**src/rtl/pll_i2c_scheduler.sv**
```systemverilog
// pll_i2c_scheduler
// Shares the single PLL-A I2C master between the boot ROM walker and the
// software register poke. Every grant becomes one two-byte I2C write
// {reg, value}. Arbitration is round-robin, except that a boot burst keeps
// the bus until boot_last so that PLL configuration is never interleaved
// with software writes.
// Optional feature macro: PLL_I2C_SCHED_RETRY_EN
//   defined   : a NACKed transaction is replayed after a STOP gap, up to
//               MAX_RETRY times; err is reported only if the last attempt
//               also NACKs. Timeouts are never replayed.
//   undefined : the first NACK completes the transaction with err=1.

module pll_i2c_scheduler #(
    parameter logic [6:0] I2C_ADDR       = 7'h60,
    parameter int         GAP_CYCLES     = 4,
    parameter int         TIMEOUT_CYCLES = 65535,
    parameter int         MAX_RETRY      = 3
) (
    input  logic       clk_i,
    input  logic       nreset_i,

    input  logic       boot_req_i,
    input  logic [7:0] boot_reg_i,
    input  logic [7:0] boot_value_i,
    input  logic       boot_last_i,
    output logic       boot_ack_o,
    output logic       boot_err_o,

    input  logic       sw_req_i,
    input  logic [7:0] sw_reg_i,
    input  logic [7:0] sw_value_i,
    output logic       sw_ack_o,
    output logic       sw_err_o,

    output logic       busy_o,

    output logic       i2c_cmd_active_o,
    output logic [6:0] i2c_cmd_addr_o,
    output logic       i2c_data_valid_o,
    output logic [7:0] i2c_data_in_o,
    input  logic       i2c_data_ready_i,
    input  logic       i2c_addr_err_i,
    input  logic       i2c_data_err_i
);

    // Counter widths: each counter only has to reach its limit minus one.
    localparam int TW = (TIMEOUT_CYCLES > 1) ? $clog2(TIMEOUT_CYCLES) : 1;
    localparam int GW = (GAP_CYCLES > 1) ? $clog2(GAP_CYCLES) : 1;

    localparam logic [TW-1:0] TMO_LAST = TW'(TIMEOUT_CYCLES - 1);
    localparam logic [GW-1:0] GAP_LAST = GW'(GAP_CYCLES - 1);

    typedef enum logic [2:0] {
        S_IDLE,
        S_GRANT,
        S_REG,
        S_VAL,
        S_DONE,
        S_GAP
    } state_t;

    state_t          state_q, state_d;
    logic            owner_sw_q, owner_sw_d;
    logic            last_sw_q, last_sw_d;
    logic            lock_q, lock_d;
    logic [7:0]      reg_q, reg_d;
    logic [7:0]      val_q, val_d;
    logic            blast_q, blast_d;
    logic            err_q, err_d;
    logic [TW-1:0]   tmo_q, tmo_d;
    logic [GW-1:0]   gap_q, gap_d;

    logic            grant_boot;
    logic            grant_sw;
    logic            nack;
    logic            can_retry;

`ifdef PLL_I2C_SCHED_RETRY_EN
    localparam int RW = (MAX_RETRY > 0) ? $clog2(MAX_RETRY + 1) : 1;

    logic [RW-1:0]   retry_q, retry_d;
    logic            again_q, again_d;

    assign can_retry = (retry_q < RW'(MAX_RETRY));
`else
    logic            unused_cfg;

    assign can_retry  = 1'b0;
    assign unused_cfg = (MAX_RETRY != 0);
`endif

    // While locked only boot may win; otherwise the port not granted last wins a tie.
    assign grant_boot = boot_req_i && (lock_q || !sw_req_i || last_sw_q);
    assign grant_sw   = sw_req_i && !lock_q && (!boot_req_i || !last_sw_q);
    assign nack       = i2c_addr_err_i || i2c_data_err_i;

    // State and datapath registers; reset drops the bus immediately with no ack.
    always_ff @(posedge clk_i or negedge nreset_i) begin
        if (!nreset_i) begin
            state_q    <= S_IDLE;
            owner_sw_q <= 1'b0;
            last_sw_q  <= 1'b1;
            lock_q     <= 1'b0;
            reg_q      <= 8'h00;
            val_q      <= 8'h00;
            blast_q    <= 1'b0;
            err_q      <= 1'b0;
            tmo_q      <= '0;
            gap_q      <= '0;
`ifdef PLL_I2C_SCHED_RETRY_EN
            retry_q    <= '0;
            again_q    <= 1'b0;
`endif
        end else begin
            state_q    <= state_d;
            owner_sw_q <= owner_sw_d;
            last_sw_q  <= last_sw_d;
            lock_q     <= lock_d;
            reg_q      <= reg_d;
            val_q      <= val_d;
            blast_q    <= blast_d;
            err_q      <= err_d;
            tmo_q      <= tmo_d;
            gap_q      <= gap_d;
`ifdef PLL_I2C_SCHED_RETRY_EN
            retry_q    <= retry_d;
            again_q    <= again_d;
`endif
        end
    end

    // Next-state logic: grant, send reg byte, send value byte, ack, STOP gap.
    always_comb begin
        state_d    = state_q;
        owner_sw_d = owner_sw_q;
        last_sw_d  = last_sw_q;
        lock_d     = lock_q;
        reg_d      = reg_q;
        val_d      = val_q;
        blast_d    = blast_q;
        err_d      = err_q;
        tmo_d      = tmo_q;
        gap_d      = gap_q;
`ifdef PLL_I2C_SCHED_RETRY_EN
        retry_d    = retry_q;
        again_d    = again_q;
`endif

        case (state_q)
            S_IDLE: begin
                err_d = 1'b0;
`ifdef PLL_I2C_SCHED_RETRY_EN
                retry_d = '0;
                again_d = 1'b0;
`endif
                if (grant_boot) begin
                    owner_sw_d = 1'b0;
                    last_sw_d  = 1'b0;
                    reg_d      = boot_reg_i;
                    val_d      = boot_value_i;
                    blast_d    = boot_last_i;
                    state_d    = S_GRANT;
                end else if (grant_sw) begin
                    owner_sw_d = 1'b1;
                    last_sw_d  = 1'b1;
                    reg_d      = sw_reg_i;
                    val_d      = sw_value_i;
                    blast_d    = 1'b0;
                    state_d    = S_GRANT;
                end
            end

            S_GRANT: begin
                tmo_d   = '0;
                state_d = S_REG;
            end

            S_REG: begin
                if (i2c_data_ready_i) begin
                    if (nack && can_retry) begin
                        gap_d   = '0;
                        state_d = S_GAP;
`ifdef PLL_I2C_SCHED_RETRY_EN
                        retry_d = retry_q + 1'b1;
                        again_d = 1'b1;
`endif
                    end else if (i2c_addr_err_i) begin
                        err_d   = 1'b1;
                        state_d = S_DONE;
                    end else begin
                        err_d   = err_q || i2c_data_err_i;
                        tmo_d   = '0;
                        state_d = S_VAL;
                    end
                end else if (tmo_q == TMO_LAST) begin
                    err_d   = 1'b1;
                    state_d = S_DONE;
                end else begin
                    tmo_d = tmo_q + 1'b1;
                end
            end

            S_VAL: begin
                if (i2c_data_ready_i) begin
                    if (nack && can_retry) begin
                        gap_d   = '0;
                        state_d = S_GAP;
`ifdef PLL_I2C_SCHED_RETRY_EN
                        retry_d = retry_q + 1'b1;
                        again_d = 1'b1;
`endif
                    end else begin
                        err_d   = err_q || nack;
                        state_d = S_DONE;
                    end
                end else if (tmo_q == TMO_LAST) begin
                    err_d   = 1'b1;
                    state_d = S_DONE;
                end else begin
                    tmo_d = tmo_q + 1'b1;
                end
            end

            S_DONE: begin
                if (!owner_sw_q) begin
                    lock_d = !blast_q;
                end
                gap_d   = '0;
                state_d = S_GAP;
            end

            S_GAP: begin
                if (gap_q == GAP_LAST) begin
                    state_d = S_IDLE;
`ifdef PLL_I2C_SCHED_RETRY_EN
                    if (again_q) begin
                        tmo_d   = '0;
                        again_d = 1'b0;
                        state_d = S_REG;
                    end
`endif
                end else begin
                    gap_d = gap_q + 1'b1;
                end
            end

            default: state_d = S_IDLE;
        endcase
    end

    // Outputs decode straight from the state so reset removes them at once.
    always_comb begin
        busy_o           = (state_q != S_IDLE);
        i2c_cmd_active_o = 1'b0;
        i2c_data_valid_o = 1'b0;
        i2c_data_in_o    = 8'h00;
        boot_ack_o       = 1'b0;
        boot_err_o       = 1'b0;
        sw_ack_o         = 1'b0;
        sw_err_o         = 1'b0;

        case (state_q)
            S_REG: begin
                i2c_cmd_active_o = 1'b1;
                i2c_data_valid_o = 1'b1;
                i2c_data_in_o    = reg_q;
            end
            S_VAL: begin
                i2c_cmd_active_o = 1'b1;
                i2c_data_valid_o = 1'b1;
                i2c_data_in_o    = val_q;
            end
            S_DONE: begin
                i2c_cmd_active_o = 1'b1;
                boot_ack_o       = !owner_sw_q;
                boot_err_o       = !owner_sw_q && err_q;
                sw_ack_o         = owner_sw_q;
                sw_err_o         = owner_sw_q && err_q;
            end
            default: begin
                i2c_cmd_active_o = 1'b0;
            end
        endcase
    end

    assign i2c_cmd_addr_o = I2C_ADDR;

endmodule

```
**config.mk**
```make
export PLATFORM = sky130hd
export DESIGN_NAME = pll_i2c_scheduler
export DESIGN_NICKNAME = d
export VERILOG_FILES = /design/src/rtl/pll_i2c_scheduler.sv
export SDC_FILE = /design/constraint.sdc
export NUM_CORES = 1
export LEC_CHECK = 0
export CAP_MARGIN = 30
export CORE_UTILIZATION = 49
export CTS_BUF_LIST = sky130_fd_sc_hd__clkbuf_4 sky130_fd_sc_hd__clkbuf_8 sky130_fd_sc_hd__clkbuf_16
export DETAILED_ROUTE_END_ITERATION = 10
export PLACE_DENSITY_LB_ADDON = 0.25
export SKIP_CTS_REPAIR_TIMING = 1
export SLEW_MARGIN = 0
export SYNTH_ARGS = -nofsm -noshare
export SYNTH_HDL_FRONTEND = slang
export SYNTH_SLANG_ARGS = --single-unit
```
**constraint.sdc**
```tcl
create_clock -name clk_i -period 1.8 [get_ports clk_i]
set_input_delay 0.36 -clock clk_i [delete_from_list [all_inputs] [get_ports clk_i]]
set_output_delay 0.36 -clock clk_i [all_outputs]
set_load 0.05 [all_outputs]
```
==> flow_summary.json, run 1 <==
{
  "seq_power_share_pct": 26.7,
  "rr_worst_depth": 7,
  "ir_drop_mv": 0.7844,
  "p_sw_mw": 2.481,
  "clock-root-buffer": "clkbuf_8",
  "violations": "negative setup slack",
  "diodes": 0,
  "netlist_instances": 260,
  "reg2reg_slack_ps": 30,
  "num_vias": 2287,
  "max_slew_margin_pct": 63.74,
  "synth_cell_types": 45,
  "place_area_um2": 3337,
  "busiest_layer": "met2",
  "grt_max_degree": 43,
  "drv_cap": 0,
  "grt.met2_usage_pct": 42.24,
  "htreeDepth": 2,
  "hold_class": "primary input to async pin",
  "die_w_um": 71.82,
  "core-area_um2": 4692,
  "ys_seq_area_share_pct": 44.05,
  "dp_cells": 378,
  "worst_setup_path_end_kind": "output pin",
  "mostFrequentLayoutCells": "37 x dfrtp_1, 37 x clkdlybuf4s50_1, 28 x buf_4, 25 x nand2_1, 19 x o21ai_1",
  "fin_crit_sh_pct": 102.9,
  "startpoint_type": "flop",
  "num_rows": 25,
  "ant_nets": 0,
  "io_buffers": 54,
  "gp_congestion": 0.8203,
  "die_h_um": 71.82,
  "skew_ps": 6.621,
  "swShare_pct": 43.68,
  "routed_wl_mm": 6.096,
  "drt_iter0_drc": 195,
  "p_per_area_nw_per_um2": 1590,
  "clkSlewWorstSetupHoldPaths_ps": 80,
  "first_pass_iters": 4,
  "cts_tree": "yes",
  "cts_buffers": 5,
  "hpwlAfterDp_mm": 4.266,
  "drc_errors": 0,
  "tightest_slew_ps": 543.9,
  "drt-wirelength-per-cell_um": 15.55,
  "synthToLayoutAreaGrowth_pct": 49.55,
  "synth_warnings": 0,
  "hold_slack_ps": 118.4,
  "worstPathArrival_ps": 1490,
  "fmax_ghz": 0.5401,
  "drv_slew": 0,
  "layout-drive-gt1-share_pct": 27.51,
  "start_util_pct": 50.91,
  "grt_pass1_vias": 2239,
  "cts.sinks": 42,
  "ys_seq_elements": 42,
  "p_total_mw": 5.679,
  "crit_fanout": 3,
  "grt_usage_pct": 25.49,
  "finalSetupViolCount": 11,
  "stdcell_area_um2": 3572,
  "grt.overflow.total": 0,
  "internal-power_mw": 3.198,
  "p_leak_nw": 1.483,
  "grt_pass1_wl_mm": 10.22,
  "synth_area_per_cell_um2": 9.187,
  "fin_ws_ps": -51.68,
  "dieArea_um2": 5158,
  "final_hold_viol_count": 0,
  "io_pins": 62,
  "critPathLaunch": "state_q[1]",
  "power.share.clock_pct": 11.4,
  "antenna_found_initial": 0,
  "rsz0062_at_grt": "yes",
  "r2r-end": "tmo_q[13]",
  "grt_use_met3_pct": 6.751,
  "use_met1_pct": 33.00,
  "worstSetupPathType": "flop to output pin",
  "fin_crit_ps": 1852,
  "avgViaCountPerCell": 5.834,
  "synth_area_um2": 2389,
  "insertion_delay_ps": 300,
  "reg2reg_from": "tmo_q[1]",
  "fin_nets": 380,
  "status": "finished, violations left",
  "cp.required_ps": 1440,
  "combPwrFrac_pct": 61.9,
  "clock_path_buffers": 2,
  "final_cells": 392
}
-- per-stage QoR --
stage               utilization, %  setup slack (ps)  setup TNS [ps]
floorplan                        -            -194.0           -1130
global placement             71.12            -224.2           -2338
detailed placement           71.12            -245.0           -2657
CTS                          73.07            -152.9           -1120
global route                 76.13            -102.7          -974.7
finish                       76.13            -51.68          -292.8
-- state kept, by name, indices dropped and copies added, names as in the netlist --
| name | cells |
|---|---|
| reg_q | 8 |
| state_q | 3 |
| gap_q | 2 |
| val_q | 8 |
| err_q | 1 |
| last_sw_q | 1 |
| owner_sw_q | 1 |
| lock_q | 1 |
| tmo_q | 16 |
| blast_q | 1 |
-- cell families after synthesis --
| family | share of synthesized area [%] |
|---|---|
| flip-flops | 44.05 |
| AND/OR/NAND/NOR | 18.96 |
| other | 0.3144 |
| adder cells (fa/ha/maj) | 1.572 |
| multiplexers | 4.662 |
| AO/OA/AOI/OAI | 23.47 |
| buffers and inverters | 6.967 |
-- cell type report --
class	count	area [um^2]
multi-input combinational	189	1324
clock buffer	8	91.34
fill	324	1120
tap	54	67.56
sequential	42	1057
inverter	10	37.54
timing repair buffer	89	994.7
-- synthesized netlist by cell type (all sizes together) --
cell type   n  area, um^2
dfrtp      41        1026
nand2      26       100.1
o21ai      24       120.1
a21oi      20       100.1
a22oi      18       135.1
buf        14       91.34
nor2       14       52.55
o31ai      11       82.58
clkbuf     10       37.54
inv        10       37.54
mux2i      10       100.1
or4         8       60.06
nand2b      6       37.54
nor4        6       37.54
nand3       5       30.03
nand4       5       46.29
or3         4       25.02
ha          3       37.54
nor3        3       20.02
a21o        2       15.01
a32o        2       20.02
and3        2       12.51
and4        2       17.52
conb        2       7.510
o211ai      2       28.78
a22o        1       8.760
a2bb2oi     1       8.760
dfstp       1       26.28
mux2        1       11.26
nor2b       1       6.260
nor3b       1       7.510
o21a        1       7.510
o21ba       1       16.27
o311ai      1       8.760
o41ai       1       8.760
-- layer usage --
| metal | wire length [um] | vias to the layer above |
|---|---|---|
| met4 | 61 | 0 |
| met5 | 0 | - |
| met1 | 2657 | 1109 |
| met3 | 319 | 6 |
| met2 | 3056 | 72 |
| li1 | - | 1100 |
-- how the worst max path moves through the flow --
stage / to / cells past startpoint
final: boot_err_o / 4
after global routing: boot_err_o / 4
after CTS: i2c_data_in_o[3] / 4
after detailed placement: tmo_q[3] / 5
after global placement: tmo_q[13] / 5
after floorplan: i2c_data_in_o[1] / 4
-- worst max-delay path, stage by stage (launching register included) --
cell and delay (ps):
dfrtp_2 420, nand2b_4 150, buf_6 130, nor4_4 310, buf_12 180
-- power groups by stage --
stage               clock, mW  combinational (mW)  sequential [mW]
detailed placement          0                3.23             1.50
global route            0.696                3.76             1.55
floorplan                   0                1.88             1.44
global placement            0                3.17             1.48
CTS                     0.662                3.25             1.48
finish                  0.650                3.51             1.51
No activity file was read; power rests on OpenSTA's default activity.
==> run 2, diff against run 1 <==
CORE_MARGIN = 1.5   (was unset)
==> flow_summary.json, run 2 (synthesized netlist as in run 1, its figures left out) <==
{
  "reg.largest.list": "tmo_q (16), reg_q (8), val_q (8)",
  "avgViaCountPerCell": 5.815,
  "crit_fanout": 16,
  "fin_nets": 380,
  "multi_input_area_um2": 1495,
  "r2r-end": "tmo_q[8]",
  "drt-wirelength-per-cell_um": 17.01,
  "dieArea_um2": 5303,
  "die_h_um": 72.82,
  "fin_ws_ps": -110.2,
  "layout-drive-gt1-share_pct": 32.25,
  "seq_power_share_pct": 25.9,
  "num_vias": 2355,
  "drv_cap": 0,
  "internal-power_mw": 3.312,
  "worstSetupPathType": "flop to output pin",
  "rr_worst_depth": 6,
  "final_common_cell": "dfrtp_1",
  "reg2reg_slack_ps": -60,
  "io_buffers": 54,
  "crit_top_cell": "buf_12",
  "ant_nets": 0,
  "hold_class": "primary input to async pin",
  "htreeDepth": 2,
  "mostFrequentLayoutCells": "38 x dfrtp_1, 37 x clkdlybuf4s50_1, 31 x buf_4, 25 x nand2_1, 20 x o21ai_1",
  "fin_crit_sh_pct": 106.1,
  "reg2reg_from": "tmo_q[0]",
  "clkSlewWorstSetupHoldPaths_ps": 80,
  "grt_pass1_vias": 2125,
  "swShare_pct": 44.71,
  "start_util_pct": 50.57,
  "clock-root-buffer": "clkbuf_8",
  "clock_path_buffers": 2,
  "routed_wl_mm": 6.888,
  "cp.required_ps": 1440,
  "cts_tree": "yes",
  "p_sw_mw": 2.678,
  "combPwrFrac_pct": 61.3,
  "top_register": "tmo_q",
  "cts.sinks": 42,
  "insertion_delay_ps": 300,
  "grt_max_degree": 23,
  "synthToLayoutAreaGrowth_pct": 57.99,
  "p_per_area_nw_per_um2": 1588,
  "status": "finished, violations left",
  "die_w_um": 72.82,
  "largest_reg_flops": 16,
  "register_area_um2": 1056,
  "grt_usage_pct": 24.51,
  "gp_congestion": 0.8559,
  "grt_pass1_wl_mm": 10.03,
  "hpwlAfterDp_mm": 4.432,
  "drt_iter0_drc": 176,
  "core-area_um2": 4723,
  "path_cells": "buf_12 -> mux2i_2 -> nor2_4 -> buf_12",
  "p_total_mw": 5.991,
  "rsz0062_at_grt": "yes",
  "fmax_ghz": 0.5235,
  "startpoint_type": "flop",
  "antenna_found_initial": 0,
  "critPathLaunch": "state_q[0]",
  "skew_ps": 8.924,
  "ir_drop_mv": 0.8724,
  "final_hold_viol_count": 0,
  "drv_slew": 0,
  "critical-path-max-stage-delay_ps": 450,
  "nFillCells": 264,
  "violations": "negative setup slack",
  "diodes": 0,
  "worstPathArrival_ps": 1550,
  "io_pins": 62,
  "drc_errors": 0,
  "power.share.clock_pct": 12.8,
  "tns_ps": -392.7,
  "grt.overflow.total": 0,
  "num_rows": 25,
  "slowest_stage": "dfrtp_2",
  "cts_buffers": 5,
  "p_leak_nw": 1.522,
  "fin_crit_ps": 1910,
  "first_pass_iters": 4,
  "finalSetupViolCount": 12,
  "worst_setup_path_end_kind": "output pin"
}
run 2: metrics by stage:
stage	util, %	worst slack (ps)	std cells	hold WS [ps]	instance area, um^2
after detailed placement	70.89	-220.7	392	351.8	3348
after floorplan	-	-194.0	265	64.41	2465
after global placement	70.89	-195.1	392	352.6	3348
after CTS	73.30	-186.0	400	28.71	3462
after global routing	79.89	-136.2	405	54.96	3774
final	79.89	-110.2	405	17.14	3774
run 2: how the worst max path moves through the flow:
stage,end
2_1_floorplan,i2c_data_in_o[1]
3_3_place_gp,tmo_q[10]
3_5_place_dp,tmo_q[10]
4_1_cts,i2c_data_in_o[6]
5_1_grt,i2c_data_in_o[6]
6_report,i2c_data_in_o[6]
run 2: final cells by class:
| cell class | instances | share of cell area (%) |
|---|---|---|
| multi-input cells | 189 | 39.62 |
| flip-flops and latches | 42 | 27.98 |
| repair buffers | 89 | 26.16 |
| well taps | 67 | 2.221 |
| clock buffers | 6 | 2.023 |
| clock inverters | 2 | 0.9947 |
| inverters | 10 | 0.9947 |
run 2: layer usage:
layer | wire length, um | GRT usage (%)
met5 | 0 | 0
met4 | 162 | 6.289
met3 | 569 | 6.215
met2 | 3366 | 40.06
met1 | 2790 | 32.57
run 2: worst max-delay path, delay by kind of cell (launching register included):
family	cells	cell delay, ps
and+or+nand+nor	1	70
muxes	1	350
DFF	1	450
buffers and inverters	2	360
run 2: power by group through the flow:
stage               Sequential, mW  Clock, mW  Combinational [mW]
floorplan                     1.44          0                1.88
global placement              1.46          0                3.10
detailed placement            1.48          0                3.18
CTS                           1.46      0.769                3.19
global route                  1.59      0.812                3.91
finish                        1.55      0.769                3.67
